--- src/rtl/common_pkg.sv ---
// Shared types for the redundant-to-binary converter: FSM states, carry and redundant word types.
// Carries are 2 bits: a DSP_BIT_LEN = WORD_LEN+1 word plus carry <= 2 never carries out more than 2.
// No timing or flow control lives here.
package common_pkg;

    localparam int REDUN_WORD_LEN    = 16;
    localparam int REDUN_DSP_BIT_LEN = REDUN_WORD_LEN + 1;

    typedef logic [REDUN_DSP_BIT_LEN-1:0] redun_word_t;
    typedef logic [1:0]                   carry_t;

    typedef enum logic [1:0] {
        IDLE = 2'd0,
        CONV = 2'd1,
        DONE = 2'd2
    } state_e;

endpackage

--- src/rtl/redun_carry_step.sv ---
// Adds an incoming carry to one redundant word, splitting the sum into a canonical word and a carry.
// Latency: combinational.
// Backpressure: none; it has no handshake.
module redun_carry_step
    import common_pkg::*;
#(
    parameter int WORD_LEN    = 16,
    parameter int DSP_BIT_LEN = WORD_LEN + 1
) (
    input  logic [DSP_BIT_LEN-1:0] word_i,
    input  carry_t                 carry_i,
    output logic [WORD_LEN-1:0]    sum_word_o,
    output carry_t                 carry_o
);

    localparam int SUM_W = DSP_BIT_LEN + 1;

    logic [SUM_W-1:0] sum;

    assign sum        = SUM_W'(word_i) + SUM_W'(carry_i);
    assign sum_word_o = sum[WORD_LEN-1:0];
    assign carry_o    = sum[WORD_LEN +: 2];

endmodule

--- src/rtl/redun_to_binary.sv ---
// Resolves a redundant multi-word operand into canonical binary with a 2-bit carry-out.
// Latency: NUM_ELEMENTS+1 cycles from accept, or ceil(NUM_ELEMENTS/2)+1 with REDUN_TO_BIN_DUAL_EN.
// Backpressure: accepts only when idle; the result is held until i_rdy is seen.
module redun_to_binary
    import common_pkg::*;
#(
    parameter int NUM_ELEMENTS = 3,
    parameter int WORD_LEN     = 16,
    parameter int DSP_BIT_LEN  = WORD_LEN + 1
) (
    input  logic                                    i_clk,
    input  logic                                    i_rst_n,
    input  logic [NUM_ELEMENTS-1:0][DSP_BIT_LEN-1:0] i_dat,
    input  logic                                    i_val,
    output logic                                    o_rdy,
    output logic [NUM_ELEMENTS*WORD_LEN-1:0]         o_dat,
    output logic [1:0]                              o_carry,
    output logic                                    o_val,
    input  logic                                    i_rdy
);

    localparam int IDX_W = $clog2(NUM_ELEMENTS + 2);

    state_e                                   state_q, state_d;
    logic [NUM_ELEMENTS-1:0][DSP_BIT_LEN-1:0] dat_q, dat_d;
    logic [IDX_W-1:0]                         idx_q, idx_d;
    carry_t                                   carry_q, carry_d;
    logic [NUM_ELEMENTS*WORD_LEN-1:0]         res_q, res_d;
    logic                                     val_q, val_d;

    logic [WORD_LEN-1:0] w0;
    carry_t              c0;

    redun_carry_step #(
        .WORD_LEN    (WORD_LEN),
        .DSP_BIT_LEN (DSP_BIT_LEN)
    ) u_step0 (
        .word_i     (dat_q[idx_q]),
        .carry_i    (carry_q),
        .sum_word_o (w0),
        .carry_o    (c0)
    );

`ifdef REDUN_TO_BIN_DUAL_EN
    logic                has_pair;
    logic [IDX_W-1:0]    idx1;
    logic [WORD_LEN-1:0] w1;
    carry_t              c1;

    // An odd trailing element has no partner; the second step then sees a duplicate and is ignored.
    assign has_pair = (int'(idx_q) + 1 < NUM_ELEMENTS);
    assign idx1     = has_pair ? idx_q + IDX_W'(1) : idx_q;

    redun_carry_step #(
        .WORD_LEN    (WORD_LEN),
        .DSP_BIT_LEN (DSP_BIT_LEN)
    ) u_step1 (
        .word_i     (dat_q[idx1]),
        .carry_i    (c0),
        .sum_word_o (w1),
        .carry_o    (c1)
    );
`endif

    always_comb begin
        state_d = state_q;
        dat_d   = dat_q;
        idx_d   = idx_q;
        carry_d = carry_q;
        res_d   = res_q;
        val_d   = val_q;
        case (state_q)
            IDLE: begin
                if (i_val) begin
                    dat_d   = i_dat;
                    carry_d = '0;
                    idx_d   = '0;
                    state_d = CONV;
                end
            end
            CONV: begin
                res_d[int'(idx_q)*WORD_LEN +: WORD_LEN] = w0;
`ifdef REDUN_TO_BIN_DUAL_EN
                if (has_pair) begin
                    res_d[int'(idx1)*WORD_LEN +: WORD_LEN] = w1;
                    carry_d = c1;
                end else begin
                    carry_d = c0;
                end
                if (int'(idx_q) + 2 >= NUM_ELEMENTS) begin
                    state_d = DONE;
                    idx_d   = '0;
                end else begin
                    idx_d = idx_q + IDX_W'(2);
                end
`else
                carry_d = c0;
                if (int'(idx_q) == NUM_ELEMENTS - 1) begin
                    state_d = DONE;
                    idx_d   = '0;
                end else begin
                    idx_d = idx_q + IDX_W'(1);
                end
`endif
            end
            DONE: begin
                // o_val rises one cycle after entering DONE, giving the registered result a settle cycle.
                val_d = 1'b1;
                if (val_q && i_rdy) begin
                    val_d   = 1'b0;
                    state_d = IDLE;
                end
            end
            default: state_d = IDLE;
        endcase
    end

    always_ff @(posedge i_clk or negedge i_rst_n) begin
        if (!i_rst_n) begin
            state_q <= IDLE;
            dat_q   <= '0;
            idx_q   <= '0;
            carry_q <= '0;
            res_q   <= '0;
            val_q   <= 1'b0;
        end else begin
            state_q <= state_d;
            dat_q   <= dat_d;
            idx_q   <= idx_d;
            carry_q <= carry_d;
            res_q   <= res_d;
            val_q   <= val_d;
        end
    end

    assign o_rdy   = (state_q == IDLE);
    assign o_dat   = res_q;
    assign o_carry = carry_q;
    assign o_val   = val_q;

endmodule

--- config.mk ---
export PLATFORM = sky130hd
export DESIGN_NAME = redun_to_binary
export DESIGN_NICKNAME = d
export VERILOG_FILES = /design/src/rtl/common_pkg.sv /design/src/rtl/redun_carry_step.sv /design/src/rtl/redun_to_binary.sv
export SDC_FILE = /design/constraint.sdc
export NUM_CORES = 1
export LEC_CHECK = 0
export ABC_AREA = 1
export BUFFER_PORTS_ARGS = -buffer_cell sky130_fd_sc_hd__buf_2
export CORE_UTILIZATION = 40
export CTS_CLUSTER_DIAMETER = 30
export DETAILED_ROUTE_END_ITERATION = 10
export GPL_TIMING_DRIVEN = 1
export HOLD_SLACK_MARGIN = 0.05
export PLACE_DENSITY = 0.66
export SLEW_MARGIN = 20
export SYNTH_ARGS = -nofsm -noshare
export SYNTH_HDL_FRONTEND = slang
export SYNTH_HIERARCHICAL = 1
export SYNTH_SLANG_ARGS = --single-unit
--- constraint.sdc ---
create_clock -name i_clk -period 5.2 [get_ports i_clk]
set_input_delay 0.52 -clock i_clk [delete_from_list [all_inputs] [get_ports i_clk]]
set_output_delay 0.52 -clock i_clk [all_outputs]
set_load 0.03 [all_outputs]
==> impl_metrics.sql, run 1 <==
INSERT INTO impl_metrics (metric_group, metric, value, unit) VALUES
('placement', 'numPlacedInstances', '943', ''),
('cts', 'cts_resized', '0', ''),
('sta', 'report.final.hold_viol_count', '0', ''),
('sta', 'fin_tns_setup', '0', 'ns'),
('worst_setup_path', 'critical-path-slowest-cell', 'dfrtp_1', ''),
('synthesis', 'yosys_warnings', '6', ''),
('final_layout', 'sequential_cell_area', '2679', 'um^2'),
('worst_setup_path', 'timing.critical_path.required', '5.48', 'ns'),
('worst_setup_path', 'crit-reg2reg-capture', 'o_dat[8]', ''),
('power_and_ir_drop', 'power.sequential.fraction', '34.8', '%'),
('synthesis', 'syn-num-nets', '757', ''),
('die', 'dieArea', '13720', 'um^2'),
('synthesis', 'synth_top_family_by_area', 'simple AND/OR/NAND/NOR gates', ''),
('power_and_ir_drop', 'power', '4194', 'uW'),
('worst_setup_path', 'crit_path_max_fanout', '40', ''),
('die', 'boundaryPins', '107', ''),
('power_and_ir_drop', 'worst_ir_drop_vdd', '241.7', 'uV'),
('placement', 'dp_hpwl', '9388', 'um'),
('cts', 'cts_inserted_buffers', '9', ''),
('flow_run', 'max-cap-violations', '0', ''),
('cts', 'cts.htree.levels', '3', ''),
('final_layout', 'layout-drive-gt1-share', '18.55', '%'),
('final_layout', 'layout.cells.non_filler', '959', ''),
('global_route', 'grt.overflow.total', '0', ''),
('final_layout', 'antennaDiodeCount', '0', ''),
('worst_setup_path', 'critical_path.cell_chain', 'inv_2 -> nor2_1 -> o31ai_1 -> ha_1 -> fa_1 -> nand3_2 -> inv_1 -> nand2_2 -> xnor2_1 -> inv_1 -> nor2_1 -> nand3_1 -> nand2_1', ''),
('power_and_ir_drop', 'power.leakage', '0.003387', 'uW'),
('synthesis', 'yosysMostFrequentCell', 'nand2_1', ''),
('synthesis', 'compound_gate_portion_of_the_synthesized_area', '3.540', '%'),
('power_and_ir_drop', 'power.internal', '2177', 'uW'),
('global_route', 'track_usage', '20.44', '%'),
('worst_setup_path', 'reg2reg_setup_slack', '1.86', 'ns'),
('global_route', 'grt_first_pass_wirelength', '21600', 'um'),
('synthesis', 'netlist.area_leader.share', '50.51', '%'),
('worst_setup_path', 'worstRegToRegCells', '13', ''),
('die', 'core_area', '12770', 'um^2'),
('global_route', 'antenna_found_initial', '0', ''),
('global_route', 'grt_start_max_net_pins', '59', ''),
('worst_hold_path', 'timing.hold.worst.class', 'in2async', ''),
('final_layout', 'fin_area', '6210', 'um^2'),
('synthesis', 'synth-async-reset-ratio', '100.0', '%'),
('sta', 'fin_crit_sh', '64.31', '%'),
('worst_setup_path', 'reg2reg_from', 'idx_q[0]', ''),
('final_layout', 'area_delta_synth_final', '17.13', '%'),
('cts', 'clk_root_buffer_cell', 'clkbuf_16', ''),
('cts', 'cts.reportedPaths.clkPinSlew', '0.07', 'ns'),
('power_and_ir_drop', 'share_clk_of_total_power', '17.6', '%'),
('synthesis', 'proportion_of_synthesized_chip_area_in_sequential_cells', '50.51', '%'),
('synthesis', 'ys_top_cells_by_area', 'dfrtp_1 51%, nand2_1 20%, nor2_1 8.1%, nand3_1 4.3%, o31ai_1 2.4%', ''),
('synthesis', 'synth-main-ff-cell', 'dfrtp_1', ''),
('power_and_ir_drop', 'power_switching', '2017', 'uW'),
('routing', 'remaining_drc_errors', '0', ''),
('routing', 'totalWireLength', '13040', 'um'),
('synthesis', 'ys_ff_latch', '107', ''),
('synthesis', 'synth.area.mux_share', '0', '%'),
('sta', 'post_route_clock_skew', '0.006878', 'ns'),
('final_layout', 'fillers', '1266', ''),
('synthesis', 'yosys.area_share.adder', '1.794', '%'),
('sta', 'finalSetupViolCount', '0', ''),
('sta', 'worst_slew_pin_tran', '0.8522', 'ns'),
('cts', 'cts.path.max_buffers', '2', ''),
('synthesis', 'synth-simple-area-share', '36.87', '%'),
('synthesis', 'synth_xor_xnor_area_share', '1.322', '%'),
('power_and_ir_drop', 'power_frac_comb', '47.6', '%'),
('power_and_ir_drop', 'swShare', '48.08', '%'),
('final_layout', 'finalCoreUtilization', '48.61', '%'),
('placement', 'placed_cell_area', '5883', 'um^2'),
('sta', 'timing.max_slew.rel_slack', '42.70', '%'),
('status', 'run_status', 'completed', ''),
('power_and_ir_drop', 'pwr_density_cell', '675.4', 'nW/um^2'),
('global_route', 'grt_pass1_vias', '4330', '');
## per-stage QoR
| step | hold WS [ns] | setup WS [ns] |
|---|---|---|
| 3_3_place_gp | 0.4568 | 2.011 |
| 4_1_cts | 0.2147 | 1.898 |
| 5_1_grt | 0.2469 | 1.542 |
| 6_report | 0.1946 | 1.856 |
| 2_1_floorplan | 0.2244 | 2.878 |
| 3_5_place_dp | 0.4610 | 1.937 |
## flip-flops by register name, indices dropped and copies added, names as in the netlist
signal	flops
o_dat	48
state_q	2
o_val	1
o_carry	2
dat_q	51
idx_q	3
## metal layers
| layer | track usage (%) | wire, um | share of wire, % | vias to the layer above |
|---|---|---|---|---|
| met1 | 28.47 | 6266 | 48 | 2120 |
| li1 | - | - | - | 2333 |
| met4 | 5.992 | 183 | 1.4 | 0 |
| met3 | 3.502 | 739 | 5.7 | 10 |
| met5 | 0 | 0 | 0 | - |
| met2 | 32.78 | 5852 | 45 | 154 |
## cell usage in the layout, fill, tap and decap left out, types with 2 or more instances in the layout
cell type and n:
xor2_1 4, clkbuf_16 9, bufinv_16 2, nor2_4 4, inv_2 6, o21ai_0 6, nand2_2 7, buf_4 3
buf_2 105, nand3_2 2, nand2_1 280, inv_1 30, dfrtp_1 106, xnor2_1 4, nand3_1 46, nand3b_1 2
nor2_1 115, ha_1 6, o21ai_1 3, nor3_1 16, o31ai_1 17, nand4_1 3
## worst max-delay path, delay by kind of cell, from the launching register on
kind / cells / cell delay (ns)
flops: 1 / 0.85
simple gates: 6 / 0.71
fa+ha+maj: 2 / 0.70
buf+inv: 3 / 0.69
xor+xnor: 1 / 0.22
compound gates: 1 / 0.09
## power by group through the flow
| stage | registers [uW] | logic [uW] | clock network (uW) |
|---|---|---|---|
| 2_1_floorplan | 1620 | 1300 | 0 |
| 3_3_place_gp | 1470 | 1960 | 0 |
| 3_5_place_dp | 1470 | 1990 | 0 |
| 4_1_cts | 1460 | 2000 | 755 |
| 5_1_grt | 1500 | 2240 | 790 |
| 6_report | 1460 | 2000 | 738 |
## kinds of logic (layout without fill, tap and decap cells)
group	count (synthesis)	in the layout
flip-flops	107	107
AO/OA/AOI/OAI	28	28
XOR/XNOR	8	8
buffers and inverters	68	160
adder cells (fa/ha/maj)	7	7
AND/OR/NAND/NOR	477	477
## how the worst max path moves through the flow
stage / startpoint / end / slack, ns / depth (start not counted)
3_3_place_gp: idx_q[0] / o_dat[8] / 2.01 / 13
3_5_place_dp: idx_q[0] / o_dat[28] / 1.94 / 13
5_1_grt: idx_q[0] / o_dat[7] / 1.54 / 11
2_1_floorplan: idx_q[1] / o_dat[28] / 2.88 / 14
6_report: idx_q[0] / o_dat[8] / 1.86 / 13
4_1_cts: idx_q[0] / o_dat[8] / 1.90 / 13
## layout make-up
type / count / share of cell area (%)
timing repair buffer: 108 / 8.825
tap: 172 / 3.466
clock buffer: 10 / 3.687
sequential: 107 / 43.14
inverter: 36 / 2.176
multi-input combinational: 520 / 37.15
clock inverter: 6 / 1.551
Note: power is estimated with default switching activity, not from simulation.
==> run 2, diff against run 1 <==
--- a/config.mk
+++ b/config.mk
@@ -12,7 +12,7 @@
 export DETAILED_ROUTE_END_ITERATION = 10
 export GPL_TIMING_DRIVEN = 1
 export HOLD_SLACK_MARGIN = 0.05
-export PLACE_DENSITY = 0.66
+export PLACE_DENSITY = 0.69
 export SLEW_MARGIN = 20
 export SYNTH_ARGS = -nofsm -noshare
 export SYNTH_HDL_FRONTEND = slang
==> constraint.sdc (replaced) <==
create_clock -name i_clk -period 2.8 [get_ports i_clk]
set_input_delay 0.28 -clock i_clk [delete_from_list [all_inputs] [get_ports i_clk]]
set_output_delay 0.28 -clock i_clk [all_outputs]
set_load 0.03 [all_outputs]
==> run 2 against run 1 <==
Net effect: critical path depth down 1; fmax up 36%; core utilization up 1.1 points; cell count up 2.1%; sequential power up 79%; clock skew down 0.0011 ns; cell area up 2.4%; clock power up 75%; setup slack worse by 1.5 ns; register-to-register slack worse by 1.5 ns; flip-flop and latch count unchanged; largest power group unchanged.
==> impl_metrics.sql, run 2 (synthesis results as in run 1) <==
INSERT INTO impl_metrics (metric_group, metric, value, unit) VALUES
('status', 'run_status', 'completed', ''),
('worst_setup_path', 'crit_top_cell', 'nor2_1', ''),
('routing', 'detail_route.vias_per_cell', '4.770', ''),
('die', 'dieArea', '13720', 'um^2'),
('sta', 'fmax', '405.7', 'MHz'),
('final_layout', 'layout-drive-gt1-share', '20.45', '%'),
('power_and_ir_drop', 'power_switching', '3766', 'uW'),
('final_layout', 'nNetsFinal', '865', ''),
('power_and_ir_drop', 'worst_ir_drop_vdd', '414.4', 'uV'),
('worst_setup_path', 'worst_setup_path_start_kind', 'flop', ''),
('power_and_ir_drop', 'share_clk_of_total_power', '16.2', '%'),
('cts', 'cts_inserted_buffers', '9', ''),
('cts', 'cts_resized', '0', ''),
('cts', 'cts_num_sinks', '107', ''),
('sta', 'rsz0062_at_grt', 'no', ''),
('cts', 'post_cts.repair.setup_buffers', '0', ''),
('die', 'dieHeight', '117.1', 'um'),
('global_route', 'grt.overflow.total', '0', ''),
('die', 'core_area', '12770', 'um^2'),
('power_and_ir_drop', 'power_frac_comb', '51.0', '%'),
('sta', 'slew_violations', '0', ''),
('worst_setup_path', 'timing.critical_path.required', '3.09', 'ns'),
('placement', 'numPlacedInstances', '963', ''),
('placement', 'dp_hpwl', '9463', 'um'),
('placement', 'final_replace_weighted_congestion', '0.9086', ''),
('global_route', 'track_usage', '20.80', '%'),
('cts', 'cts.htree.levels', '3', ''),
('final_layout', 'leading_cell_type_in_the_layout_fill_and_taps_excluded', 'nand2_1', ''),
('die', 'boundaryPins', '107', ''),
('final_layout', 'area_delta_synth_final', '19.90', '%'),
('sta', 'post_layout_min_period', '2.465', 'ns'),
('power_and_ir_drop', 'swShare', '47.31', '%'),
('routing', 'totalWireLength', '12980', 'um'),
('final_layout', 'largest_reg_flops', '51', ''),
('sta', 'worst_slew_pin_tran', '0.7233', 'ns'),
('cts', 'cts.reportedPaths.clkPinSlew', '0.07', 'ns'),
('power_and_ir_drop', 'power.sequential.fraction', '32.8', '%'),
('power_and_ir_drop', 'power.leakage', '0.003490', 'uW'),
('worst_hold_path', 'timing.hold.worst.class', 'in2reg', ''),
('sta', 'finalSetupViolCount', '0', ''),
('routing', 'wire_per_inst', '13.26', 'um'),
('worst_setup_path', 'path_class', 'reg2reg', ''),
('power_and_ir_drop', 'power.internal', '4193', 'uW'),
('final_layout', 'layout.cells.non_filler', '979', ''),
('sta', 'fin_tns_setup', '0', 'ns'),
('die', 'row_count', '41', ''),
('routing', 'iteration_count_of_the_initial_detailed_routing_pass', '5', ''),
('cts', 'worst_skew_pair.late_latency', '0.35', 'ns'),
('routing', 'drtIter0Drc', '369', ''),
('final_layout', 'layout.cells.most_common_list', '280 x nand2_1, 115 x nor2_1, 107 x dfrtp_1, 105 x buf_2, 46 x nand3_1', ''),
('final_layout', 'regMostFlops', 'dat_q', ''),
('sta', 'timing.max_slew.rel_slack', '51.71', '%'),
('power_and_ir_drop', 'pwr_density_cell', '1252', 'nW/um^2'),
('cts', 'clk_root_buffer_cell', 'clkbuf_16', ''),
('worst_setup_path', 'critical_path.cell_chain', 'buf_4 -> nor2_1 -> o31ai_1 -> ha_1 -> fa_1 -> nand3_2 -> nor2_1 -> xor2_1 -> inv_1 -> nor2_1 -> nand3_1 -> nand2_1', ''),
('global_route', 'grt_first_pass_wirelength', '21510', 'um'),
('cts', 'cts_tree', 'built', ''),
('global_route', 'antenna_found_initial', '0', ''),
('final_layout', 'fillers', '1281', ''),
('worst_setup_path', 'critical-path-slowest-cell', 'dfrtp_1', ''),
('routing', 'dr_total_vias', '4670', ''),
('cts', 'cts.path.max_buffers', '2', ''),
('routing', 'count_of_antenna_violating_nets_left_after_detailed_routing', '0', ''),
('worst_setup_path', 'worst_path_largest_cell_delay', '0.36', 'ns'),
('worst_setup_path', 'timing.critical_path.arrival', '2.76', 'ns'),
('routing', 'remaining_drc_errors', '0', ''),
('worst_setup_path', 'cp-end-kind', 'flop', ''),
('worst_setup_path', 'crit_path_max_fanout', '22', ''),
('final_layout', 'antennaDiodeCount', '0', ''),
('placement', 'portBuffers', '106', ''),
('global_route', 'grt_pass1_vias', '4426', ''),
('die', 'die_w', '117.1', 'um'),
('sta', 'post_route_clock_skew', '0.005747', 'ns'),
('die', 'initial_core_util', '41.50', '%'),
('sta', 'report.final.hold_viol_count', '0', ''),
('flow_run', 'max-cap-violations', '0', ''),
('global_route', 'grt_start_max_net_pins', '59', ''),
('sta', 'fin_crit_sh', '88.03', '%');
## run 2: changes by cell type in the layout (fill, tap and decap cells not counted)
cell and delta:
buf_4 +19, dfrtp_2 -1, inv_8 -1, clkinv_2 +1, clkinvlp_4 -1, clkinv_4 +1
dfrtp_1 +1, dlygate4sd3_1 +1, bufinv_16 -1, clkbuf_8 +1, buf_12 +1, clkbuf_1 -1
## run 2: timing repair
action | CTS | global route
hold buffers | 1 | 0
hold endpoints to repair | 49 | 0
endpoints found under the setup margin | 0 | 0
## run 2: worst paths after layout
kind | from | to | slack (ns) | cells after the start
setup / recovery | idx_q[0] | o_dat[6] | 0.34 | 12
hold / removal | i_dat[1] | dat_q[1] | 0.11 | 3
min in group asynchronous | i_rst_n | o_dat[33] | 0.49 | 2
setup reg to reg | idx_q[0] | o_dat[6] | 0.34 | 12
max in group asynchronous | i_rst_n | dat_q[5] | 1.57 | 3
hold reg to reg | o_dat[44] | o_dat[44] | 0.47 | 2
## run 2: metal layers
layer  up-vias  global-route usage [%]  share of wire [%]  routed length, um
li1       2386                       -                  -                  -
met1      2133                   28.60                 49               6353
met2       134                   33.14                 45               5840
met3        17                   3.913                4.7                609
met4         0                   6.920                1.4                181
met5         -                       0                  0                  0
## run 2: cell type report
class / instances / area (um^2) / area share [%]
inverter: 36 / 135.1 / 2.126
clock buffer: 10 / 239.0 / 3.760
clock inverter: 5 / 61.31 / 0.9646
timing repair buffer: 129 / 720.7 / 11.34
multi-input combinational: 520 / 2307 / 36.30
sequential: 107 / 2678 / 42.13
tap: 172 / 215.2 / 3.386
## run 2: power groups by stage
stage	clock network (uW)	logic [uW]	registers, uW
final	1290	4060	2610
after CTS	1310	4070	2620
after global routing	1380	4580	2680
after global placement	0	4010	2630
after detailed placement	0	4050	2640
after floorplan	0	2410	3010
## run 2: worst max-delay path: cells and delay by family (launching register included)
family / cells / cell delay, ns
xor gates and xnor gates: 1 / 0.25
AOI/OAI and AO/OA: 1 / 0.28
DFF: 1 / 0.36
adders and majority gates: 2 / 0.48
and+or+nand+nor: 6 / 0.67
buffers and inverters: 2 / 0.35
## run 2: stage by stage
step / total power (uW) / instance area, um^2 / util (%) / hold WS (ns) / worst slack, ns
finish: 7959 / 6356 / 49.76 / 0.1144 / 0.3352
global route: 8641 / 6356 / 49.76 / 0.1070 / 0.07349
CTS: 7994 / 6356 / 49.76 / 0.1043 / 0.3462
detailed placement: 6685 / 6046 / 47.33 / 0.3463 / 0.3723
global placement: 6647 / 6046 / 47.33 / 0.3557 / 0.3827
floorplan: 5420 / 5301 / - / -0.01559 / 0.4782
==> run 3, diff against run 2 <==
--- a/config.mk
+++ b/config.mk
@@ -7,12 +7,14 @@
 export LEC_CHECK = 0
 export ABC_AREA = 1
 export BUFFER_PORTS_ARGS = -buffer_cell sky130_fd_sc_hd__buf_2
+export CAP_MARGIN = 20
+export CORE_MARGIN = 5
 export CORE_UTILIZATION = 40
 export CTS_CLUSTER_DIAMETER = 30
 export DETAILED_ROUTE_END_ITERATION = 10
 export GPL_TIMING_DRIVEN = 1
 export HOLD_SLACK_MARGIN = 0.05
-export PLACE_DENSITY = 0.69
+export PLACE_DENSITY_LB_ADDON = 0.1
 export SLEW_MARGIN = 20
 export SYNTH_ARGS = -nofsm -noshare
 export SYNTH_HDL_FRONTEND = slang
==> run 3 against run 2 <==
Net effect: largest cell class unchanged; clock skew up 0.0011 ns; critical path depth is 1 higher; core utilization fell by 1.2 points; setup slack worse by 0.070 ns.
==> impl_metrics.sql, run 3 (synthesis results as in run 1) <==
INSERT INTO impl_metrics (metric_group, metric, value, unit) VALUES
('routing', 'dr_total_vias', '4705', ''),
('power_and_ir_drop', 'power.leakage', '0.003497', 'uW'),
('die', 'dieHeight', '125.1', 'um'),
('routing', 'detail_route.vias_per_cell', '4.777', ''),
('power_and_ir_drop', 'power.sequential.fraction', '32.7', '%'),
('sta', 'slew_violations', '0', ''),
('global_route', 'grt_pass1_vias', '4772', ''),
('final_layout', 'sequential_cell_area', '2678', 'um^2'),
('cts', 'cts.path.max_buffers', '2', ''),
('global_route', 'grt_start_max_net_pins', '57', ''),
('sta', 'fin_tns_setup', '0', 'ns'),
('worst_setup_path', 'timing.critical_path.required', '3.03', 'ns'),
('global_route', 'antenna_found_initial', '0', ''),
('global_route', 'grt.overflow.total', '0', ''),
('routing', 'count_of_antenna_violating_nets_left_after_detailed_routing', '0', ''),
('placement', 'portBuffers', '106', ''),
('sta', 'post_route_clock_skew', '0.006878', 'ns'),
('placement', 'dp_hpwl', '10240', 'um'),
('die', 'core_area', '13140', 'um^2'),
('sta', 'fmax', '394.5', 'MHz'),
('routing', 'remaining_drc_errors', '0', ''),
('final_layout', 'layout.cells.most_common_list', '280 x nand2_1, 114 x nor2_1, 107 x dfrtp_1, 105 x buf_2, 46 x nand3_1', ''),
('power_and_ir_drop', 'pwr_density_cell', '1251', 'nW/um^2'),
('final_layout', 'multiInputGateArea', '2310', 'um^2'),
('placement', 'final_replace_weighted_congestion', '0.8438', ''),
('worst_setup_path', 'path_class', 'reg2reg', ''),
('cts', 'cts_inserted_buffers', '9', ''),
('routing', 'totalWireLength', '13620', 'um'),
('routing', 'drtIter0Drc', '312', ''),
('sta', 'fin_crit_sh', '90.53', '%'),
('power_and_ir_drop', 'swShare', '47.07', '%'),
('sta', 'worst_slew_pin_tran', '0.7496', 'ns'),
('final_layout', 'leading_cell_type_in_the_layout_fill_and_taps_excluded', 'nand2_1', ''),
('routing', 'iteration_count_of_the_initial_detailed_routing_pass', '5', ''),
('final_layout', 'largest_reg_flops', '51', ''),
('power_and_ir_drop', 'power_switching', '3756', 'uW'),
('sta', 'timing.max_slew.rel_slack', '49.96', '%'),
('cts', 'worst_skew_pair.late_latency', '0.35', 'ns'),
('die', 'row_count', '42', ''),
('cts', 'cts.reportedPaths.clkPinSlew', '0.07', 'ns'),
('die', 'boundaryPins', '107', ''),
('status', 'run_status', 'completed', ''),
('cts', 'clk_root_buffer_cell', 'clkbuf_16', ''),
('worst_setup_path', 'timing.critical_path.arrival', '2.76', 'ns'),
('cts', 'cts.htree.levels', '3', ''),
('die', 'die_w', '125.1', 'um'),
('global_route', 'track_usage', '18.19', '%'),
('final_layout', 'area_delta_synth_final', '20.37', '%'),
('final_layout', 'fillers', '1388', ''),
('final_layout', 'regMostFlops', 'dat_q', ''),
('placement', 'numPlacedInstances', '968', ''),
('die', 'initial_core_util', '40.35', '%'),
('power_and_ir_drop', 'power_frac_comb', '51.7', '%'),
('worst_setup_path', 'cp-end-kind', 'flop', ''),
('power_and_ir_drop', 'worst_ir_drop_vdd', '435.7', 'uV'),
('worst_setup_path', 'worst_path_largest_cell_delay', '0.42', 'ns'),
('cts', 'cts_tree', 'built', ''),
('final_layout', 'nNetsFinal', '866', ''),
('sta', 'report.final.hold_viol_count', '0', ''),
('worst_setup_path', 'critical_path.cell_chain', 'clkinv_2 -> nor2_1 -> o31ai_1 -> ha_1 -> fa_1 -> nand3_2 -> inv_1 -> nand2_2 -> inv_1 -> nand3b_1 -> nand2_1 -> nor3_1 -> nor2_1', ''),
('flow_run', 'max-cap-violations', '0', ''),
('worst_setup_path', 'crit_path_max_fanout', '17', ''),
('final_layout', 'finalCoreUtilization', '48.57', '%'),
('global_route', 'grt_first_pass_wirelength', '23340', 'um'),
('sta', 'finalSetupViolCount', '0', ''),
('final_layout', 'antennaDiodeCount', '0', ''),
('power_and_ir_drop', 'power.internal', '4224', 'uW'),
('power_and_ir_drop', 'share_clk_of_total_power', '15.6', '%'),
('cts', 'cts_num_sinks', '107', ''),
('final_layout', 'layout-drive-gt1-share', '20.52', '%'),
('final_layout', 'layout.cells.non_filler', '985', ''),
('routing', 'wire_per_inst', '13.82', 'um'),
('cts', 'post_cts.repair.setup_buffers', '0', ''),
('worst_setup_path', 'critical-path-slowest-cell', 'fa_1', ''),
('worst_hold_path', 'timing.hold.worst.class', 'in2reg', ''),
('sta', 'post_layout_min_period', '2.535', 'ns'),
('sta', 'rsz0062_at_grt', 'no', ''),
('worst_setup_path', 'worst_setup_path_start_kind', 'flop', ''),
('die', 'dieArea', '15660', 'um^2');
run 3: power by group through the flow:
stage / logic (uW) / clock network (uW) / registers, uW
floorplan: 2410 / 0 / 3010
detailed placement: 4140 / 0 / 2630
global placement: 4090 / 0 / 2630
CTS: 4160 / 1280 / 2610
global route: 4660 / 1340 / 2690
finish: 4130 / 1240 / 2610
run 3: worst max-delay path, delay by kind of cell (launching register included):
kind	cells	cell delay, ns
simple gates	7	0.91
fa+ha+maj	2	0.67
flops	1	0.38
buf+inv	3	0.35
compound gates	1	0.09
run 3: path summary, 6_finish.rpt:
check	start	endpoint	slack, ns	cells after the start
worst max-delay path	idx_q[0]	o_dat[28]	0.27	13
worst min register to register	o_dat[3]	o_dat[3]	0.47	2
min in group asynchronous	i_rst_n	o_dat[33]	0.51	2
worst max register to register	idx_q[0]	o_dat[28]	0.27	13
max in group asynchronous	i_rst_n	dat_q[23]	1.57	3
worst min-delay path	i_dat[26]	dat_q[26]	0.12	3
run 3: stage by stage:
stage / setup slack, ns / hold WS [ns] / instance area, um^2 / power, uW
2_1_floorplan: 0.4782 / -0.01559 / 5301 / 5420
3_3_place_gp: 0.2973 / 0.3534 / 6071 / 6726
3_5_place_dp: 0.2384 / 0.3687 / 6071 / 6772
4_1_cts: 0.2242 / 0.1053 / 6374 / 8054
5_1_grt: 0.003302 / 0.1204 / 6381 / 8697
6_report: 0.2652 / 0.1156 / 6381 / 7980
run 3: cell type report:
cell class,instances,area share (%)
inverters,36,2.137
flip-flops and latches,107,41.96
repair buffers,130,11.67
clock inverters,1,0.07843
clock buffers,15,4.510
multi-input cells,520,36.20
well taps,176,3.451
run 3: routing by layer:
layer  global-route usage, %  share of wire, %  vias up  wire length, um
li1                        -                 -     2386                -
met1                   25.07                47     2170             6462
met2                   28.63                45      133             6130
met3                   3.881               5.7       16              782
met4                   6.250               1.8        0              242
met5                       0                 0        -                0
run 3: repair_timing:
item / 4_1_cts / 5_1_grt
endpoints found under the hold margin: 51 / 0
hold buffers: 1 / 0
gates resized for setup: 0 / 3
endpoints found under the setup margin: 0 / 3
